$ cat src/rtl/instruction_fetch_sequencer.sv
// Two-byte instruction fetch sequencer: PC -> memory -> IR, PC+1 per byte.
// Optional per-byte wait states are compiled in with `define FETCH_WAIT_EN.
module instruction_fetch_sequencer #(
  parameter int unsigned WAIT_CYCLES = 0
) (
  input  logic       Clock,
  input  logic       Reset,
  input  logic       FetchReq,
  output logic       Busy,
  output logic       FetchDone,
  output logic [1:0] ARF_OutDSel,
  output logic [2:0] ARF_RegSel,
  output logic [2:0] ARF_FunSel,
  output logic       Mem_CS,
  output logic       Mem_WR,
  output logic       IR_Write,
  output logic       IR_LH
);

  typedef enum logic [1:0] {
    IDLE     = 2'd0,
    FETCH_LO = 2'd1,
    FETCH_HI = 2'd2,
    DONE     = 2'd3
  } state_e;

  state_e state_q, state_d;
  logic   in_fetch;
  logic   last_byte;
  logic   fire;

  assign in_fetch = (state_q == FETCH_LO) ||
                    (state_q == FETCH_HI);

`ifdef FETCH_WAIT_EN
  localparam logic [3:0] WAIT_LAST = 4'(WAIT_CYCLES);

  logic [3:0] wait_q, wait_d;

  assign last_byte = (wait_q == WAIT_LAST);

  // Wait counter: counts up while a byte is stalled, zero otherwise
  always_comb begin
    wait_d = '0;
    if (in_fetch && !last_byte)
      wait_d = wait_q + 4'd1;
  end

  // Wait counter register
  always_ff @(posedge Clock) begin
    if (Reset) wait_q <= '0;
    else       wait_q <= wait_d;
  end
`else
  logic unused_wait;

  assign unused_wait = ^WAIT_CYCLES;
  assign last_byte   = 1'b1;
`endif

  // State register
  always_ff @(posedge Clock) begin
    if (Reset) state_q <= IDLE;
    else       state_q <= state_d;
  end

  // Next-state logic; FetchReq only matters in IDLE
  always_comb begin
    state_d = state_q;
    unique case (state_q)
      IDLE:     if (FetchReq)  state_d = FETCH_LO;
      FETCH_LO: if (last_byte) state_d = FETCH_HI;
      FETCH_HI: if (last_byte) state_d = DONE;
      DONE:                    state_d = IDLE;
      default:                 state_d = IDLE;
    endcase
  end

  // Byte strobes are masked while Reset is high so an aborted
  // fetch never commits a PC increment or IR write on that edge
  assign fire = in_fetch && last_byte && !Reset;

  // Output decode from state and wait counter
  always_comb begin
    Busy        = (state_q != IDLE);
    FetchDone   = (state_q == DONE);
    ARF_OutDSel = 2'b00;
    Mem_WR      = 1'b0;
    Mem_CS      = !in_fetch;
    IR_LH       = (state_q == FETCH_HI);
    IR_Write    = fire;
    ARF_RegSel  = fire ? 3'b011 : 3'b111;
    ARF_FunSel  = fire ? 3'b001 : 3'b000;
  end

endmodule

$ cat config.mk
export PLATFORM = sky130hd
export DESIGN_NAME = instruction_fetch_sequencer
export DESIGN_NICKNAME = d
export VERILOG_FILES = /design/src/rtl/instruction_fetch_sequencer.sv
export SDC_FILE = /design/constraint.sdc
export NUM_CORES = 1
export LEC_CHECK = 0
export CAP_MARGIN = 10
export CORE_AREA = 2 2 39 41
export CTS_CLUSTER_DIAMETER = 200
export CTS_CLUSTER_SIZE = 14
export DETAILED_ROUTE_END_ITERATION = 10
export DIE_AREA = 0 0 41 43
export PLACE_DENSITY = 0.58
export SLEW_MARGIN = 40
export SYNTH_ARGS = -nofsm -noshare
export SYNTH_HDL_FRONTEND = slang
export SYNTH_SLANG_ARGS = --single-unit
export TNS_END_PERCENT = 50
$ cat constraint.sdc
create_clock -name Clock -period 1.1 [get_ports Clock]
set_input_delay 0.275 -clock Clock [delete_from_list [all_inputs] [get_ports Clock]]
set_output_delay 0.275 -clock Clock [all_outputs]
set_load 0.02 [all_outputs]
* Word level (Yosys, flattened, before mapping)
Cells that the tools add are included.
Word-level totals: register bits after elaboration 2, input port bits 3, output and inout bits 14, logic and storage cells 15
Operators by class: eq/ne operators 4, muxes and demuxes 4, reductions and logical operators 6
Operators with widths (count):
- $pmux 2 s4 | 1
- $eq 2x2->1 const B | 2
- $mux 3 | 1
- $eq 2x1->1 const B | 1
- $logic_not 1->1 | 2
- $logic_not 2->1 | 1
- $mux 2 | 1
- $ne 2x2->1 const B | 1
- $reduce_bool 2->1 | 1
- $logic_and 1x1->1 | 1
- $logic_or 1x1->1 | 1
- $mux 1 | 1

* Depth between registers and ports, before layout
depth after elaboration 4, mapped depth 5, gate-level depth less buffers 5

* Least setup slack after synthesis
OpenSTA, ideal clock, no wires.
path kind reg-to-output, start reg state_q[0], end out ARF_FunSel[0], arrival 1.271 ns, required time 0.825 ns, setup slack -0.446 ns, stages on the path, launching flop included 6, cell sequence dfxtp_1 inv_1 ha_1 nand2b_1 inv_1 buf_4
Between the ends: cells in the longest elaborated chain, start to end 4, elaborated cells between the ends (all ways) 5
RTL lines:
- start: declaration | line 27 | state_e state_q, state_d;
- start signal: assignment | line 64 | else state_q <= state_d;
- $eq 2x1->1 or $eq 2x2->1 (tied branches) | line 32, 33
- $logic_or 1x1->1 (*) | line 32 | assign in_fetch = (state_q == FETCH_LO) ||
- $logic_and 1x1->1 (*) | line 81 | assign fire = in_fetch && last_byte && !Reset;
- via IR_Write | line 16 | output logic IR_Write,
- $mux 1 (*) | line 93 | ARF_FunSel = fire ? 3'b001 : 3'b000;
- end: declaration | line 13 | output logic [2:0] ARF_FunSel,
Mark *: on every way through the listed nets, which the timed path passes. The rest lies on a longest branch.

* Final worst setup path
start reg state_q[1], end out IR_Write
Between the ends: cells in the longest elaborated chain, start to end 3, elaborated cells between the ends (all ways) 4
RTL lines (line):
- $eq 2x1->1 or $eq 2x2->1 (tied branches) | 32, 33
- $logic_or 1x1->1 (*) | 32
- $logic_and 1x1->1 (*) | 81
- end: declaration | 16
Mark *: on every way between the ends. The rest lies on a longest branch, timed or not.

==> impl_metrics.csv <==
group,metric,value,unit
outcome,outcome,"finished, violations left",
outcome,failed_checks,"negative setup slack",
synthesis,synth_area,218,um^2
cells_and_area,area_growth,82.8,%
setup_path,r2r_cells,6,
clock_tree,numClockSinks,2,
cells_and_area,antennaDiodeCount,0,
setup_path,startpoint,"state_q[1]",
detailed_routing,wirelength,389,um
run,maxCapViolations,0,
global_route,grt_antenna_before_repair,0,
placement,placed_cells,56,
sta,grt_setup_unrepaired,"yes",
cells_and_area,reg_top3,"state_q x2",
pwr,power.leakage,0.211,nW
detailed_routing,avgViaCountPerCell,3.13,
cells_and_area,nNetsFinal,53,
cells_and_area,drive_above_1_share,61.4,%
sta,fmax,0.735,GHz
synthesis,yosysWarnings,0,
floorplanning,start_util,15.7,%
cells_and_area,n_fill_cell,157,
clock_tree,h-tree-depth,1,
pwr,irDropWorstVdd,0.00106,V
floorplanning,die_height,43,um
synthesis,synth.mux.area_fraction,4.60,%
sta,fin_ws,-261,ps
global_route,grt_pass1_vias,156,
synthesis,synth-seq-cells,2,
clock_tree,clock_latency,220,ps
floorplanning,io_pins,17,
floorplanning,coreArea,1380,um^2
synthesis,synth-adder-area-share,23.0,%
synthesis,synth.distinct_cells,9,
min_path,hp-class,"reg2reg",
setup_path,path_cells,"inv_2, ha_4, nand2b_4, inv_4, buf_6",
sta,skew,3.13,ps
detailed_routing,drcViolationCount,0,
placement,hpwlAfterDp,298,um
synthesis,yosys.area_share.xor_xnor,0,%
sta,setup_viol,7,
sta,finalSetupTns,-1420,ps
setup_path,critPathMaxStageDelay,320,ps
clock_tree,cts-root-buf,"clkbuf_4",
synthesis,synth_compound_area_share,3.45,%
detailed_routing,firstDrtPassIters,2,
clock_tree,cts_tree,"built",
pwr,p_total,1.26,mW
setup_path,crit_arrival,1090,ps
global_route,grtUsageTotal,5.61,%
cells_and_area,largest_register,"state_q",
synthesis,synth_simple_gate_area_share,10.9,%
setup_path,ff2ff_setup_slack,20,ps
setup_path,path_class,"reg2out",
cells_and_area,stdcell_count,60,
sta,slew_viol_final,0,
global_route,gr-total-overflow,0,
placement,io_buffers,9,
clock_tree,clkTransAtPathRegs,30,ps
setup_path,start_kind,"flop",
synthesis,syn_inst,28,
placement,dp_slack,-662,ps
min_path,whs_path_depth,3,
cells_and_area,fin_util,28.8,%
cells_and_area,largest_reg_flops,2,
sta,finalCriticalPeriod,1360,ps
detailed_routing,ant_nets,0,
setup_path,rr_startpoint,"state_q[1]",
detailed_routing,vias,188,
cells_and_area,layout_common_cells,"7 x conb_1, 7 x buf_4, 5 x buf_6, 3 x inv_2, 3 x clkbuf_4",
setup_path,slowest_stage,"dfxtp_2",
synthesis,yosysSeqAreaShare,18.4,%
detailed_routing,wl_per_cell,6.48,um
setup_path,r2r_end,"state_q[0]",
floorplanning,dieWidth,41,um
setup_path,critPathCaptureType,"output port",
setup_path,worstPathRequired,820,ps
min_path,min_to,"state_q[1]",
clock_tree,clk_path_buf_depth,2,
detailed_routing,first_iter_violations,4,
synthesis,synth_top_family_by_area,"buffers and inverters",
global_route,grt_max_degree,4,
global_route,grt_first_pass_wirelength,579,um
placement,gp_congestion,0.643,
synthesis,avgSynthCellArea,7.78,um^2
floorplanning,rows,14,
setup_path,path_max_fanout,3,
min_path,min_from,"state_q[1]",
sta,hold_viol,0,
sta,finalCritPeriodShare,124,%
floorplanning,die-area,1760,um^2
clock_tree,cts_buffers,3,
pwr,p_per_area,3180,nW/um^2
routing by layer:
layer / vias to the layer above / GRT usage (%) / part of all wire (%)
met3: 0 / 6.28 / 13
met1: 74 / 4.78 / 43
li1: 103 / - / -
met5: - / 0 / 0
met2: 11 / 7.19 / 44
met4: 0 / 4.00 / 0
cell type report:
cell class              instances  area (um^2)  share of cell area [%]
clock buffers                   3         22.5                    5.66
inverters                       5         21.3                    5.35
multi-input cells              18          153                    38.4
flip-flops and latches          2         42.5                    10.7
well taps                      16         20.0                    5.03
repair buffers                 16          139                    34.9
worst max path at each step:
stage	slack (ps)	cells after the start	end
after detailed placement	-660	3	ARF_RegSel[2]
after CTS	-280	5	IR_Write
after floorplan	-130	5	ARF_FunSel[0]
after global routing	-310	5	ARF_FunSel[0]
final	-260	5	IR_Write
after global placement	-670	3	ARF_RegSel[2]
cell usage after synthesis, drive strengths merged:
library cell	number	area, um^2
ha	4	50.1
nor2	3	11.3
conb	2	7.51
nand2b	2	12.5
a211oi	1	7.51
mux2i	1	10.0
dfxtp	2	40.0
buf	8	60.1
inv	5	18.8
metrics by stage:
stage	area, um^2	hold slack (ps)
after floorplan	265	340
final	398	625
after global placement	357	586
after CTS	379	612
after detailed placement	357	602
after global routing	398	664
worst max-delay path, delay by kind of cell (launching register included):
family	cells	cell delay, ps
buffers and inverters	3	200
adder cells (fa/ha/maj)	1	280
flip-flops	1	320
AND/OR/NAND/NOR	1	60
where the power goes:
group          leakage, nW  internal (mW)  switching [mW]
registers           0.0172          0.113          0.0213
logic                0.180          0.495           0.472
clock network       0.0138          0.120          0.0427
what timing repair did:
action,in CTS,in global routing
pin swaps,0,1
gates resized for setup,38,4
setup endpoints to repair,8,8
endpoints found under the hold margin,0,0
setup buffers,1,0
hold buffers,0,0
kinds of logic (layout without fill, tap and decap cells):
group | Yosys count | in the layout
muxes | 1 | 1
buffers and inverters | 13 | 24
adders and majority gates | 4 | 4
and+or+nand+nor | 5 | 5
AOI/OAI and AO/OA | 1 | 1
other | 2 | 7
DFF | 2 | 2
No activity file was read; power rests on OpenSTA's default activity.
